$ cat src/rtl/fetch_stage_if.sv
// rtl/fetch_stage_if.sv - fetch stage control, instruction memory and IF/ID signal bundle
interface fetch_stage_if #(
   parameter int ADDR_W = 6
);
   logic              start;
   logic              stall;
   logic              redirect_valid;
   logic [31:0]       redirect_pc;
   logic              halt_req;
   logic [ADDR_W-1:0] i_mem_addr;
   logic [31:0]       i_mem_data;
   logic [31:0]       pc;
   logic              if_id_valid;
   logic [31:0]       if_id_instr;
   logic [31:0]       if_id_pc;
   logic [31:0]       if_id_pc4;
   logic              fault;
   logic [31:0]       fault_pc;
   logic [1:0]        state_o;

   modport master (
      output start, stall, redirect_valid, redirect_pc, halt_req, i_mem_data,
      input  i_mem_addr, pc, if_id_valid, if_id_instr, if_id_pc, if_id_pc4,
             fault, fault_pc, state_o
   );

   modport slave (
      input  start, stall, redirect_valid, redirect_pc, halt_req, i_mem_data,
      output i_mem_addr, pc, if_id_valid, if_id_instr, if_id_pc, if_id_pc4,
             fault, fault_pc, state_o
   );
endinterface

$ cat src/rtl/fetch_stage.sv
// rtl/fetch_stage.sv - instruction fetch stage: PC, IF/ID register, redirect/halt/fault handling
module fetch_stage #(
   parameter int          ADDR_W   = 6,
   parameter logic [31:0] RESET_PC = 32'h0
) (
   input logic          clk,
   input logic          rst_n,
   fetch_stage_if.slave bus
);
   typedef enum logic [1:0] {
      S_IDLE   = 2'd0,
      S_RUN    = 2'd1,
      S_HALTED = 2'd2,
      S_FAULT  = 2'd3
   } state_t;

   state_t      state_q, state_d;
   logic [31:0] pc_q, pc_d;
   logic        valid_q, valid_d;
   logic [31:0] instr_q, instr_d;
   logic [31:0] ipc_q, ipc_d;
   logic [31:0] ipc4_q, ipc4_d;
   logic        fault_q, fault_d;
   logic [31:0] fault_pc_q, fault_pc_d;
   logic        out_of_range;

   // Any set bit above the word-address field means the PC lies past the end of memory.
   assign out_of_range = |pc_q[31:ADDR_W+2];

   always_ff @(posedge clk or negedge rst_n) begin
      if (!rst_n) begin
         state_q    <= S_IDLE;
         pc_q       <= RESET_PC;
         valid_q    <= 1'b0;
         instr_q    <= 32'h0;
         ipc_q      <= 32'h0;
         ipc4_q     <= 32'h0;
         fault_q    <= 1'b0;
         fault_pc_q <= 32'h0;
      end else begin
         state_q    <= state_d;
         pc_q       <= pc_d;
         valid_q    <= valid_d;
         instr_q    <= instr_d;
         ipc_q      <= ipc_d;
         ipc4_q     <= ipc4_d;
         fault_q    <= fault_d;
         fault_pc_q <= fault_pc_d;
      end
   end

   always_comb begin
      state_d    = state_q;
      pc_d       = pc_q;
      valid_d    = valid_q;
      instr_d    = instr_q;
      ipc_d      = ipc_q;
      ipc4_d     = ipc4_q;
      fault_d    = fault_q;
      fault_pc_d = fault_pc_q;
      case (state_q)
         S_IDLE: begin
            valid_d = 1'b0;
            if (bus.start) state_d = S_RUN;
         end
         S_RUN: begin
            if (bus.redirect_valid && (bus.redirect_pc[1:0] != 2'b00)) begin
               state_d    = S_FAULT;
               fault_d    = 1'b1;
               fault_pc_d = bus.redirect_pc;
               valid_d    = 1'b0;
            end else if (bus.redirect_valid) begin
               pc_d    = bus.redirect_pc;
               valid_d = 1'b0;
            end else if (bus.halt_req) begin
               state_d = S_HALTED;
               valid_d = 1'b0;
            end else if (bus.stall) begin
               valid_d = valid_q;
            end else if (out_of_range) begin
               state_d    = S_FAULT;
               fault_d    = 1'b1;
               fault_pc_d = pc_q;
               valid_d    = 1'b0;
            end else begin
               instr_d = bus.i_mem_data;
               ipc_d   = pc_q;
               ipc4_d  = pc_q + 32'd4;
               valid_d = 1'b1;
               pc_d    = pc_q + 32'd4;
            end
         end
         default: valid_d = 1'b0;
      endcase
   end

   assign bus.i_mem_addr  = pc_q[ADDR_W+1:2];
   assign bus.pc          = pc_q;
   assign bus.if_id_valid = valid_q;
   assign bus.if_id_instr = instr_q;
   assign bus.if_id_pc    = ipc_q;
   assign bus.if_id_pc4   = ipc4_q;
   assign bus.fault       = fault_q;
   assign bus.fault_pc    = fault_pc_q;
   assign bus.state_o     = state_q;
endmodule

$ cat src/flat_wrapper.sv
// flat-port wrapper written by rule: the top's interface ports become plain ports
module fetch_stage_flat 
#(
   parameter int          ADDR_W   = 6,
   parameter logic [31:0] RESET_PC = 32'h0
)
  (clk, rst_n, bus_start, bus_stall, bus_redirect_valid, bus_redirect_pc, bus_halt_req, bus_i_mem_data, bus_i_mem_addr, bus_pc, bus_if_id_valid, bus_if_id_instr, bus_if_id_pc, bus_if_id_pc4, bus_fault, bus_fault_pc, bus_state_o);
  fetch_stage_if #(.ADDR_W(ADDR_W)) bus_i ();
  input logic clk;
  input logic rst_n;
  input wire logic [$bits(bus_i.start)-1:0] bus_start;
  input wire logic [$bits(bus_i.stall)-1:0] bus_stall;
  input wire logic [$bits(bus_i.redirect_valid)-1:0] bus_redirect_valid;
  input wire logic [$bits(bus_i.redirect_pc)-1:0] bus_redirect_pc;
  input wire logic [$bits(bus_i.halt_req)-1:0] bus_halt_req;
  input wire logic [$bits(bus_i.i_mem_data)-1:0] bus_i_mem_data;
  output wire logic [$bits(bus_i.i_mem_addr)-1:0] bus_i_mem_addr;
  output wire logic [$bits(bus_i.pc)-1:0] bus_pc;
  output wire logic [$bits(bus_i.if_id_valid)-1:0] bus_if_id_valid;
  output wire logic [$bits(bus_i.if_id_instr)-1:0] bus_if_id_instr;
  output wire logic [$bits(bus_i.if_id_pc)-1:0] bus_if_id_pc;
  output wire logic [$bits(bus_i.if_id_pc4)-1:0] bus_if_id_pc4;
  output wire logic [$bits(bus_i.fault)-1:0] bus_fault;
  output wire logic [$bits(bus_i.fault_pc)-1:0] bus_fault_pc;
  output wire logic [$bits(bus_i.state_o)-1:0] bus_state_o;
  assign bus_i.start = bus_start;
  assign bus_i.stall = bus_stall;
  assign bus_i.redirect_valid = bus_redirect_valid;
  assign bus_i.redirect_pc = bus_redirect_pc;
  assign bus_i.halt_req = bus_halt_req;
  assign bus_i.i_mem_data = bus_i_mem_data;
  assign bus_i_mem_addr = bus_i.i_mem_addr;
  assign bus_pc = bus_i.pc;
  assign bus_if_id_valid = bus_i.if_id_valid;
  assign bus_if_id_instr = bus_i.if_id_instr;
  assign bus_if_id_pc = bus_i.if_id_pc;
  assign bus_if_id_pc4 = bus_i.if_id_pc4;
  assign bus_fault = bus_i.fault;
  assign bus_fault_pc = bus_i.fault_pc;
  assign bus_state_o = bus_i.state_o;
  fetch_stage #(.ADDR_W(ADDR_W), .RESET_PC(RESET_PC)) u_core (.clk(clk), .rst_n(rst_n), .bus(bus_i));
endmodule
$ cat config.mk
export PLATFORM = sky130hd
export DESIGN_NAME = fetch_stage_flat
export DESIGN_NICKNAME = d
export VERILOG_FILES = /design/src/rtl/fetch_stage_if.sv /design/src/rtl/fetch_stage.sv /design/src/flat_wrapper.sv
export SDC_FILE = /design/constraint.sdc
export NUM_CORES = 1
export LEC_CHECK = 0
export CORE_MARGIN = 2
export CORE_UTILIZATION = 45
export DETAILED_ROUTE_END_ITERATION = 10
export PLACE_DENSITY = 0.81
export SLEW_MARGIN = 20
export SYNTH_ARGS = -nofsm -noshare
export SYNTH_HDL_FRONTEND = slang
export SYNTH_SLANG_ARGS = --single-unit
$ cat constraint.sdc
create_clock -name clk -period 2.6 [get_ports clk]
set_input_delay 0.26 -clock clk [delete_from_list [all_inputs] [get_ports clk]]
set_output_delay 0.26 -clock clk [all_outputs]
set_load 0.03 [all_outputs]
==> flow_metrics.tcl <==
set metrics [dict create \
    ioPinCount 240 \
    min_to "u_core.bus.pc[24]" \
    area.growth.synth_to_final_pct 49.9 \
    grt_antenna_before_repair 0 \
    cts.root.buffer_cell "clkbuf_16" \
    cap_viol_max_count 0 \
    syn-mean-instance-area_um2 12.3 \
    detailedRoute.firstPassIterationCount 5 \
    status "finished, final reports clean" \
    most_frequent_cells_in_the_layout "clkdlybuf4s50_1 (238), dfrtp_1 (162), nand2_1 (64)" \
    finalCritPeriodShare_pct 90.9 \
    detail_route.drc_violations 0 \
    hold_path.class "input pin to flop" \
    postSynthNetCount 599 \
    worst_hold_startpoint "bus_redirect_pc[24]" \
    core-area_mm2 0.0140 \
    floorplan_die_width_um 124 \
    worst_pin_slew_ps 960 \
    start_util_pct 46.5 \
    clk_latency_ps 440 \
    timing_hold_violations_final 0 \
    wire_per_inst_um 19.2 \
    wire_length_of_the_first_global_routing_pass_um 28200 \
    cell_row_count 43 \
    maxClockFrequency_mhz 423 \
    proportion_of_synthesized_chip_area_in_sequential_cells_pct 62.4 \
    post_synth_num_cell_types 48 \
    synth_seq_cells 162 \
    grt.overflow.total 0 \
    wl_met2_um 9390 \
    dp_hpwl_um 13100 \
    grt_setup_unrepaired "no" \
    synth_warnings 0 \
    clock_skew_ps 16.9 \
    die_area_mm2 0.0154 \
    worst-endpoint-arrival_ps 2680 \
    final-max-slew-violation-count 0 \
    drt_first_iter_violations 287 \
    power.ir.vdd_worst_mv 0.478 \
    clk_path_buf_depth 2 \
    static-leakage-power_nw 4.50 \
    period_needed_ps 2360 \
    route.antenna.remaining_nets 0 \
    wl_met3_um 1090 \
    critical_path.max_fanout 12 \
    dr.max_layer_used "met4" \
    routabilityCongestion 0.825 \
    critPathKind "flop to flop" \
    synth-edff-count 0 \
    numPlacedInstances 931 \
    setup_viol_count_final 0 \
    worst-endpoint-required_ps 2910 \
    antenna_cells 0 \
    fin_setup_tns_ps 0 \
    reg2reg_from "u_core.bus.pc[12]" \
    grt_start_max_net_pins 68 \
    worst_slew_margin_rel_pct 35.8 \
    worstRegToRegCells 6 \
    routed_wl_um 18600 \
    setup.worst_path.start_class "flop" \
    route.vias.total 5108 \
    cts.reportedPaths.clkPinSlew_ps 70 \
    rrSetupSlack_ps 240 \
    worstReg2RegEnd "u_core.bus.pc[2]" \
    fraction_of_layout_cells_with_a_size_suffix_above_1_pct 12.9 \
    tritoncts_clock_tree "done" \
    chipHeight_um 124 \
    mostFrequentLayoutCell "clkdlybuf4s50_1" \
    layout.cells.non_filler 965 \
    viasPerCell 5.29 \
    met1_length_um 7620 \
    async_flop_share_pct 100 \
    cellPowerDensity_mw_per_mm2 684 \
    grt_pass1_vias 5150 \
    hold-path-cell-count 3 \
    gr-usage-all-layers_pct 24.3 \
    cts-buffers-inserted 17 \
    portBuffers 239 \
    num-nets-final 843 \
    postSynthCellCount 528 \
    worstSetupEndpointType "flop" \
    synth_area_mm2 0.00650 \
    power_mw 6.67 \
    ys_dominant_reg_cell "dfrtp_1" \
    cts.sink_count 162 \
    clock_tree.htree_level_count 4 \
]
-- power breakdown --
group          switching (mW)  total [mW]  internal (mW)  leakage [nW]
logic                   0.761        1.35          0.594          2.04
clock network            1.08        2.43           1.34         0.275
registers               0.178        2.88           2.70          2.19
total                    2.02        6.67           4.64          4.50
-- cell usage after synthesis (2+ instances only) --
master,number,share of area (%)
a211oi_1,5,0.58
a21boi_0,2,0.23
a21oi_1,11,0.85
a22o_1,11,1.5
and3_1,3,0.29
and4_1,3,0.40
buf_2,7,0.54
buf_4,12,1.4
clkbuf_1,15,0.87
dfrtp_1,162,62
inv_1,2,0.12
mux2_1,3,0.52
mux2_2,38,6.6
mux2i_1,31,4.8
nand2_1,64,3.7
nand2b_1,2,0.19
nand3_1,4,0.31
nand4_1,3,0.29
nor2_1,18,1.0
nor2b_1,52,5.0
nor3_1,4,0.31
nor4_1,9,0.87
o21ai_0,33,2.5
o22ai_1,4,0.38
o32ai_1,3,0.40
or3_1,2,0.19
xnor2_1,3,0.40
xor2_1,2,0.27
-- cell families (layout without fill, tap and decap cells) --
logic type | count (synthesis) | in the layout | share of synthesized area, %
AND/OR/NAND/NOR | 174 | 174 | 14.4
flip-flops | 162 | 162 | 62.4
AO/OA/AOI/OAI | 76 | 77 | 7.35
multiplexers | 72 | 72 | 11.9
buffers and inverters | 38 | 294 | 3.14
XOR/XNOR | 5 | 5 | 0.674
adder cells (fa/ha/maj) | 1 | 1 | 0.192
-- flip-flops by register name, indices dropped and copies added, names as in the netlist --
register / cells
u_core.bus.if_id_pc: 30
u_core.bus.pc: 32
u_core.bus.if_id_pc4: 32
u_core.bus.if_id_valid: 1
u_core.bus.state_o: 2
u_core.bus.if_id_instr: 32
u_core.bus.fault: 1
u_core.bus.fault_pc: 32
-- critical path, stage by stage, from the launching register on --
cell and delay (ps):
dfrtp_1 440, nor4_2 450, nand4_2 220, buf_4 240
nor4b_4 290, nor2_1 260, a211o_1 350
-- area by class of cell --
type                       instances  area, um2
timing repair buffer             259       2600
clock inverter                    15        150
inverter                           3       11.3
tap                              180        225
multi-input combinational        329       2280
clock buffer                      17        425
fill                            1006       4240
sequential                       162       4050
-- layer usage --
metal  up-vias  global-route usage [%]
li1       2328                       -
met1      2560                    31.3
met2       186                    39.6
met3        34                    6.18
met4         0                    9.20
met5         -                       0
-- how the worst max path moves through the flow --
stage	startpoint	end	slack, ps	depth (start not counted)
6_report	u_core.bus.pc[12]	u_core.bus.pc[2]	240	6
2_1_floorplan	u_core.bus.pc[27]	u_core.bus.if_id_pc4[0]	360	5
3_3_place_gp	u_core.bus.pc[12]	u_core.bus.fault_pc[26]	120	6
4_1_cts	u_core.bus.pc[12]	u_core.bus.fault_pc[14]	40	6
3_5_place_dp	u_core.bus.pc[12]	u_core.bus.fault_pc[18]	100	6
5_1_grt	u_core.bus.pc[18]	u_core.bus.fault_pc[14]	120	5
-- per-stage QoR --
step           instance area [um2]  util (%)  setup WS [ps]  hold slack [ps]
3_5_place_dp                  9150      65.4           99.2              297
5_1_grt                       9750      69.7            118              401
2_1_floorplan                 6500         -            358            -35.6
3_3_place_gp                  9150      65.4            119              292
6_report                      9750      69.7            238              393
4_1_cts                       9730      69.6           44.1              369
-- what timing repair did --
item,in CTS,in global routing
hold buffers,1,0
gates resized for setup,0,1
buffers inserted,0,0
endpoints found under the hold margin,65,0
setup endpoints to repair,0,26
(Power assumes the default switching activity.)
